--- src/rtl/tick_rate_ctrl.sv ---
// Selectable-rate tick divider with a two-requester, fixed-priority rate-change handshake.
// Accepted changes are deferred to the next period boundary, so no period is cut or stretched.
module tick_rate_ctrl #(
  parameter int unsigned P_FAST = 32'd500000,
  parameter int unsigned P_MED  = 32'd25000000,
  parameter int unsigned P_SLOW = 32'd50000000,
  parameter int unsigned CW     = 32'd26
) (
  input  logic       clkin,
  input  logic       rst_n,
  input  logic       start,
  input  logic       stop,
  input  logic       req0_valid,
  input  logic [7:0] req0_sel,
  input  logic       req1_valid,
  input  logic [7:0] req1_sel,
  output logic       ack0,
  output logic       ack1,
  output logic       tick,
  output logic       clkout,
  output logic [7:0] cur_sel,
  output logic       busy
);

  typedef enum logic [1:0] {
    S_IDLE    = 2'd0,
    S_RUN     = 2'd1,
    S_PENDING = 2'd2
  } state_e;

  localparam logic [7:0]    SEL_MED   = 8'd16;
  localparam logic [7:0]    SEL_SLOW  = 8'd48;
  localparam logic [CW-1:0] LAST_FAST = CW'(P_FAST - 32'd1);
  localparam logic [CW-1:0] LAST_MED  = CW'(P_MED - 32'd1);
  localparam logic [CW-1:0] LAST_SLOW = CW'(P_SLOW - 32'd1);

  // Terminal count for a rate code; the match is on all 8 bits.
  function automatic logic [CW-1:0] last_cnt(input logic [7:0] sel);
    case (sel)
      SEL_MED:  last_cnt = LAST_MED;
      SEL_SLOW: last_cnt = LAST_SLOW;
      default:  last_cnt = LAST_FAST;
    endcase
  endfunction

  state_e        state_q, state_d;
  logic [CW-1:0] cnt_q, cnt_d;
  logic [7:0]    pend_sel_q, pend_sel_d;
  logic [7:0]    cur_sel_q, cur_sel_d;
  logic          tick_q, tick_d;
  logic          clkout_q, clkout_d;
  logic          ack0_q, ack0_d;
  logic          ack1_q, ack1_d;
  logic          busy_q, busy_d;

  logic          live0, live1, grant_ok, gnt0, gnt1, gnt_any, wrap;
  logic [7:0]    gnt_sel;
  logic [CW-1:0] last_cur;

  // A requester still shows valid on the edge after its ack; that stale valid is not a new request.
  assign live0    = req0_valid & ~ack0_q;
  assign live1    = req1_valid & ~ack1_q;
  assign grant_ok = ~stop & (state_q != S_PENDING);
  assign gnt0     = grant_ok & live0;
  assign gnt1     = grant_ok & ~live0 & live1;
  assign gnt_any  = gnt0 | gnt1;
  assign gnt_sel  = gnt0 ? req0_sel : req1_sel;
  assign last_cur = last_cnt(cur_sel_q);
  assign wrap     = (state_q != S_IDLE) && (cnt_q == last_cur);

  always_comb begin
    // NOTE: every signal driven here gets a default first, so no path can infer a latch.
    state_d    = state_q;
    cnt_d      = cnt_q;
    pend_sel_d = pend_sel_q;
    cur_sel_d  = cur_sel_q;
    tick_d     = 1'b0;
    clkout_d   = clkout_q;
    ack0_d     = gnt0;
    ack1_d     = gnt1;

    case (state_q)
      S_IDLE: begin
        cnt_d = '0;
        if (gnt_any) begin
          cur_sel_d = gnt_sel;
        end
        if (start && !stop) begin
          state_d = S_RUN;
        end
      end

      S_RUN, S_PENDING: begin
        if (stop) begin
          state_d = S_IDLE;
          cnt_d   = '0;
          if (state_q == S_PENDING) begin
            cur_sel_d = pend_sel_q;
          end
        end else begin
          cnt_d = cnt_q + CW'(1);
          if (wrap) begin
            cnt_d    = '0;
            tick_d   = 1'b1;
            clkout_d = ~clkout_q;
            if (state_q == S_PENDING) begin
              cur_sel_d = pend_sel_q;
              state_d   = S_RUN;
            end
          end
          // Grants only reach here from RUN; a same-code request is acked without a change.
          if (gnt_any && (gnt_sel != cur_sel_q)) begin
            pend_sel_d = gnt_sel;
            state_d    = S_PENDING;
          end
        end
      end

      default: begin
        state_d = S_IDLE;
        cnt_d   = '0;
      end
    endcase

    busy_d = (state_d == S_PENDING);
  end

  always_ff @(posedge clkin) begin
    if (!rst_n) begin
      state_q    <= S_IDLE;
      cnt_q      <= '0;
      pend_sel_q <= '0;
      cur_sel_q  <= '0;
      tick_q     <= 1'b0;
      clkout_q   <= 1'b0;
      ack0_q     <= 1'b0;
      ack1_q     <= 1'b0;
      busy_q     <= 1'b0;
    end else begin
      // NOTE: non-blocking assignments so every register samples the pre-edge values.
      state_q    <= state_d;
      cnt_q      <= cnt_d;
      pend_sel_q <= pend_sel_d;
      cur_sel_q  <= cur_sel_d;
      tick_q     <= tick_d;
      clkout_q   <= clkout_d;
      ack0_q     <= ack0_d;
      ack1_q     <= ack1_d;
      busy_q     <= busy_d;
    end
  end

  assign ack0    = ack0_q;
  assign ack1    = ack1_q;
  assign tick    = tick_q;
  assign clkout  = clkout_q;
  assign cur_sel = cur_sel_q;
  assign busy    = busy_q;

  a_one_ack: assert property (@(posedge clkin) disable iff (!rst_n) !(ack0_q && ack1_q));
  a_busy_pending: assert property (@(posedge clkin) disable iff (!rst_n)
    busy_q == (state_q == S_PENDING));
  a_cnt_range: assert property (@(posedge clkin) disable iff (!rst_n) cnt_q <= last_cur);

endmodule

--- config.mk ---
export PLATFORM = sky130hd
export DESIGN_NAME = tick_rate_ctrl
export DESIGN_NICKNAME = d
export VERILOG_FILES = /design/src/rtl/tick_rate_ctrl.sv
export SDC_FILE = /design/constraint.sdc
export NUM_CORES = 1
export LEC_CHECK = 0
export ABC_AREA = 0
export CORE_AREA = 5 5 73 75
export CTS_CLUSTER_DIAMETER = 120
export DETAILED_ROUTE_END_ITERATION = 10
export DIE_AREA = 0 0 78 80
export PLACE_DENSITY_LB_ADDON = 0.2
export SKIP_CTS_REPAIR_TIMING = 1
export SLEW_MARGIN = 20
export SYNTH_ARGS = -nofsm -noshare
export SYNTH_HDL_FRONTEND = slang
export SYNTH_SLANG_ARGS = --single-unit
--- constraint.sdc ---
create_clock -name clkin -period 6.7 [get_ports clkin]
set_input_delay 2.01 -clock clkin [delete_from_list [all_inputs] [get_ports clkin]]
set_output_delay 2.01 -clock clkin [all_outputs]
set_load 0.005 [all_outputs]
---- Word-level counts from Yosys, hierarchy flattened ----
Index checks and enable logic that the tools add are counted.
W data, S select, Z words.
operators by class
  muxes and demuxes ....................... 14
  eq/ne operators ......................... 10
  reduce and logical (&&, ||, !) cells .... 13
  $add $sub $neg .......................... 1
  bitwise gates (word level) .............. 14
operators with widths
  operator                 count
  $pmux W26 S2             1
  $mux W8                  5
  $add A26 B1 Y26 const B  1
  $eq A26 B26 Y1           1
  $pmux W8 S2              1
  $mux W2                  5
  $reduce_and A3 Y1        3
  $eq A8 B5 Y1 const B     1
  $eq A8 B6 Y1 const B     1
  $ne A8 B8 Y1             1
  $not A1 Y1               7
  $and A1 B1 Y1            6
  $eq A2 B2 Y1 const B     2
  $ne A2 B2 Y1 const B     2
  $pmux W2 S2              1
  $reduce_bool A2 Y1       2
  $reduce_or A4 Y1         1
  $logic_and A1 B1 Y1      3
  $ne A3 B3 Y1 const B     1
  $reduce_or A3 Y1         1
  $eq A2 B1 Y1 const B     1
  $logic_not A2 Y1         1
  $reduce_or A2 Y1         1
  $logic_not A1 Y1         1
  other kinds (2)          2
word-level totals
  register bits ........................... 49
  output and inout port bits .............. 13
  input port bits ......................... 22
  logic and storage cells ................. 61

---- Depth between registers and ports, before layout ----
  word-level depth ........................ 11
  depth in mapped cells ................... 11
  depth with buffers taken out ............ 9

---- Least setup slack after synthesis ----
Ideal clock, no wire load.
  path kind ............................... input port to flip-flop
  from .................................... input stop
  to ...................................... register pend_sel_q[1]
  library setup time ...................... 0.116 ns
  stages .................................. 7
  arrival ................................. 3.729 ns
  slack ................................... 2.855 ns
  cells stage by stage .................... nor4b_4 -> mux2i_1 -> xnor2_1 -> nor3_1 -> a211oi_4 -> buf_6 -> o211a_1
on the way
  longest elaborated chain between the ends .. 7
  elaborated cells between the ends (all ways) .. 10
RTL lines
  what                                          RTL line  source
  from (decl)                                   12        input logic stop,
  $not A1 Y1 (no source line) *                 --
  $and A1 B1 Y1                                 63        assign grant_ok = ~stop & (state_q != S_PENDING);
  $and A1 B1 Y1 (on tied branches)              64, 65
  $mux W8 or $and A1 B1 Y1 (tied branches)      67, 65
  $ne A8 B8 Y1 or $or A1 B1 Y1 (tied branches)  112, 66
  $logic_and A1 B1 Y1                           112       if (gnt_any && (gnt_sel != cur_sel_q)) begin
  $reduce_and A3 Y1 (no source line)            --
  to (signal assigned)                          143       pend_sel_q <= pend_sel_d;
  to (decl)                                     48        logic [7:0] pend_sel_q, pend_sel_d;
Every way passes the cells marked *; elsewhere a longest branch is shown, timed or not.
A chain may end at the register's enable or synchronous reset.

---- Worst setup path after layout ----
  from .................................... input stop
  to ...................................... register pend_sel_q[5]
Same word-level chain as after synthesis.

==> impl_results.md <==
- Via count: 2,207
- Worst r2r src: state_q[0]
- Die Y: 80 um
- Clk pin slew, worst setup/hold paths: 0.10 ns
- Total Routing Usage GR: 19.21%
- Post-DP HPWL: 3990 um
- CTS Buf Count: 5
- Crit end category: flip-flop
- Wire per inst: 14.39 um
- ANT cells: 0
- Syn Inst Count: 303
- Register area: 980.9 sq um
- CP most frequent cell: mux2i_1
- Num rows: 25
- Final wirelength: 5582 um
- Syn. warnings: 0
- Final setup viols: 0
- Synth cell types: 45
- Fill cells: 386
- Most frequent cells in the layout: dfxtp_1, nor2_1, clkdlybuf4s50_1, nand2_1, nand3_1
- Min-delay src: cnt_q[0]
- DR pass1 iterations: 4
- Final Slew Violations: 0
- Register area share after synthesis: 37.98%
- CP max-delay cell: a211oi_4
- DP Area: 2934 sq um
- Fin crit share: 65.31%
- Layout net count: 359
- Vias/cell: 5.688
- Kind of critical path: input pin to flip-flop
- Initial antenna violation count: 0
- Pre-CTS WS: 1.978 ns
- Synthesized area: 2582 sq um
- Hold_ws: 0.4836 ns
- Normalized max-slew margin: 34.89%
- Design area: 3049 sq um
- Max Fclk: 228.5 MHz
- CP delay by family, top: buffers and inverters
- # IOs: 35
- Setup ws final: 2.324 ns
- Pin count of the biggest net entering global routing: 32
- Pwr/cell area: 205.1 nW/um^2
- Worst Clk Skew: 0.009167 ns
- Multi-input gate area: 1508 sq um
- Finished Layout Cells: 388
- # port buffers: 34
- Outcome: completed
- Global route overflow: 0
- DRC viols: 0
- HP Class: flip-flop to flip-flop
- Vias in the first global route: 2,083
- CTS Root Cell: clkbuf_8
- Max VDD drop: 0.0001141 V
- Max incr delay on CP: 0.59 ns
- RePlAce Congestion: 0.8382
- Critical Path Start: stop
- Worst Max-Slew Pin Slew: 0.9701 ns
- Share of cells above drive strength 1: 5.389%
- Worst skew pair latency: 0.31 ns
- RSZ-0062 raised after global routing: no
- First-pass GRT wire length: 9680 um
- Critical Path, Cell by Cell: clkdlybuf4s50_1 > nor4b_4 > buf_4 > mux2i_1 > xnor2_1 > nor3_1 > a211oi_4 > mux2i_1 > nor2b_1
- Placed cells: 380
- Worst Path Buf+Inv: 2
- Initial Utilization: 56.16%
- CP Data Required Time: 6.90 ns
- Ys flop type: dfxtp_1
- Clk sinks: 49
- CTS max path bufs: 2
- Die ar.: 6240 sq um
- Syn Area/Cell: 8.523 sq um
- Chip width: 78 um
- Tmin final: 4.376 ns
- Largest fanout on the critical path: 16
- ANT nets after route: 0
- CTS HTree Levels: 2
- #FFs+latches synth: 49
- P_leak: 1.078 nW
- CTS tree: built
- Worst setup SP type: input pin
- First DRT Iteration DRCs: 177
- Async SR Flop Fraction: 0%
- Final Hold Viols: 0
- Post-synth EDFFs: 0
- Commonest non-fill, non-tap cell in the layout: dfxtp_1
- Max-cap violation count: 0
- Arrival @ worst endpoint: 4.58 ns
- Post-Syn Nets: 329
- Area Overhead vs Synth: 18.07%
- Setup TNS: 0 ns
- CORE AREA: 4598 sq um
-- power breakdown --
group	internal (mW)	switching [mW]	leakage, nW
registers	0.300	0.0128	0.396
clock network	0.112	0.103	0.0543
logic	0.0501	0.0475	0.627
total	0.462	0.163	1.08
-- final timing paths --
| check | slack, ns | to | cells past startpoint |
|---|---|---|---|
| worst max register to register | 3.84 | pend_sel_q[5] | 10 |
| worst min register to register | 0.48 | cnt_q[0] | 1 |
| worst min-delay path | 0.48 | cnt_q[0] | 1 |
| worst max-delay path | 2.32 | pend_sel_q[5] | 9 |
-- worst reg2reg max path: cells and delay by family, from the launching register on --
family,cells,cell delay [ns]
mux,2,0.60
compound gates,1,0.59
simple gates,3,0.43
buf+inv,2,0.36
flops,1,0.36
fa+ha+maj,1,0.26
xor+xnor,1,0.15
-- area by class of cell --
type,count,area share (%)
multi-input combinational,234,49.45
sequential,49,32.17
timing repair buffer,35,11.41
clock buffer,5,2.257
tap,54,2.216
clock inverter,3,1.518
inverter,8,0.9848
-- metal layers --
metal	vias up	track usage [%]	wire length, um
li1	1116	-	-
met1	1042	24.74	2575
met2	40	31.39	2653
met3	9	3.837	248
met4	0	7.601	104
met5	-	0	0
-- cells by family (layout without fill, tap and decap cells) --
logic type	after synthesis	count (layout)	share of synthesized area, %
simple gates	146	146	29.85
flops	49	49	37.98
compound gates	41	41	11.09
xor+xnor	27	27	9.157
buf+inv	20	51	3.634
mux	16	16	6.347
fa+ha+maj	4	4	1.938
-- stage by stage --
stage	util (%)	total power, mW
detailed placement	63.81	0.4181
floorplan	-	0.3764
finish	66.31	0.6255
global placement	63.81	0.4156
global route	66.31	0.6533
CTS	66.31	0.6319
-- cells in the mapped netlist, types with 5 or more instances --
cell / number / area, sq um
mux2i_1: 13 / 130.1
dfxtp_1: 49 / 980.9
nand4_1: 10 / 62.56
xnor2_1: 9 / 78.83
nor2b_1: 8 / 50.05
a21oi_1: 5 / 25.02
nand2b_1: 6 / 37.54
and3_1: 6 / 37.54
o21ai_0: 16 / 80.08
nor3_1: 6 / 30.03
nand3_1: 21 / 105.1
clkbuf_1: 7 / 26.28
nand2_1: 31 / 116.4
xor2_1: 18 / 157.7
inv_1: 8 / 30.03
nor2_1: 35 / 131.4
o211a_1: 5 / 50.05
-- state kept, by name, indices dropped and copies added (netlist names) --
register	cells
tick	1
ack0	1
clkout	1
cnt_q	26
state_q	2
pend_sel_q	8
cur_sel	8
busy	1
ack1	1
Note: power is estimated with default switching activity, not from simulation.
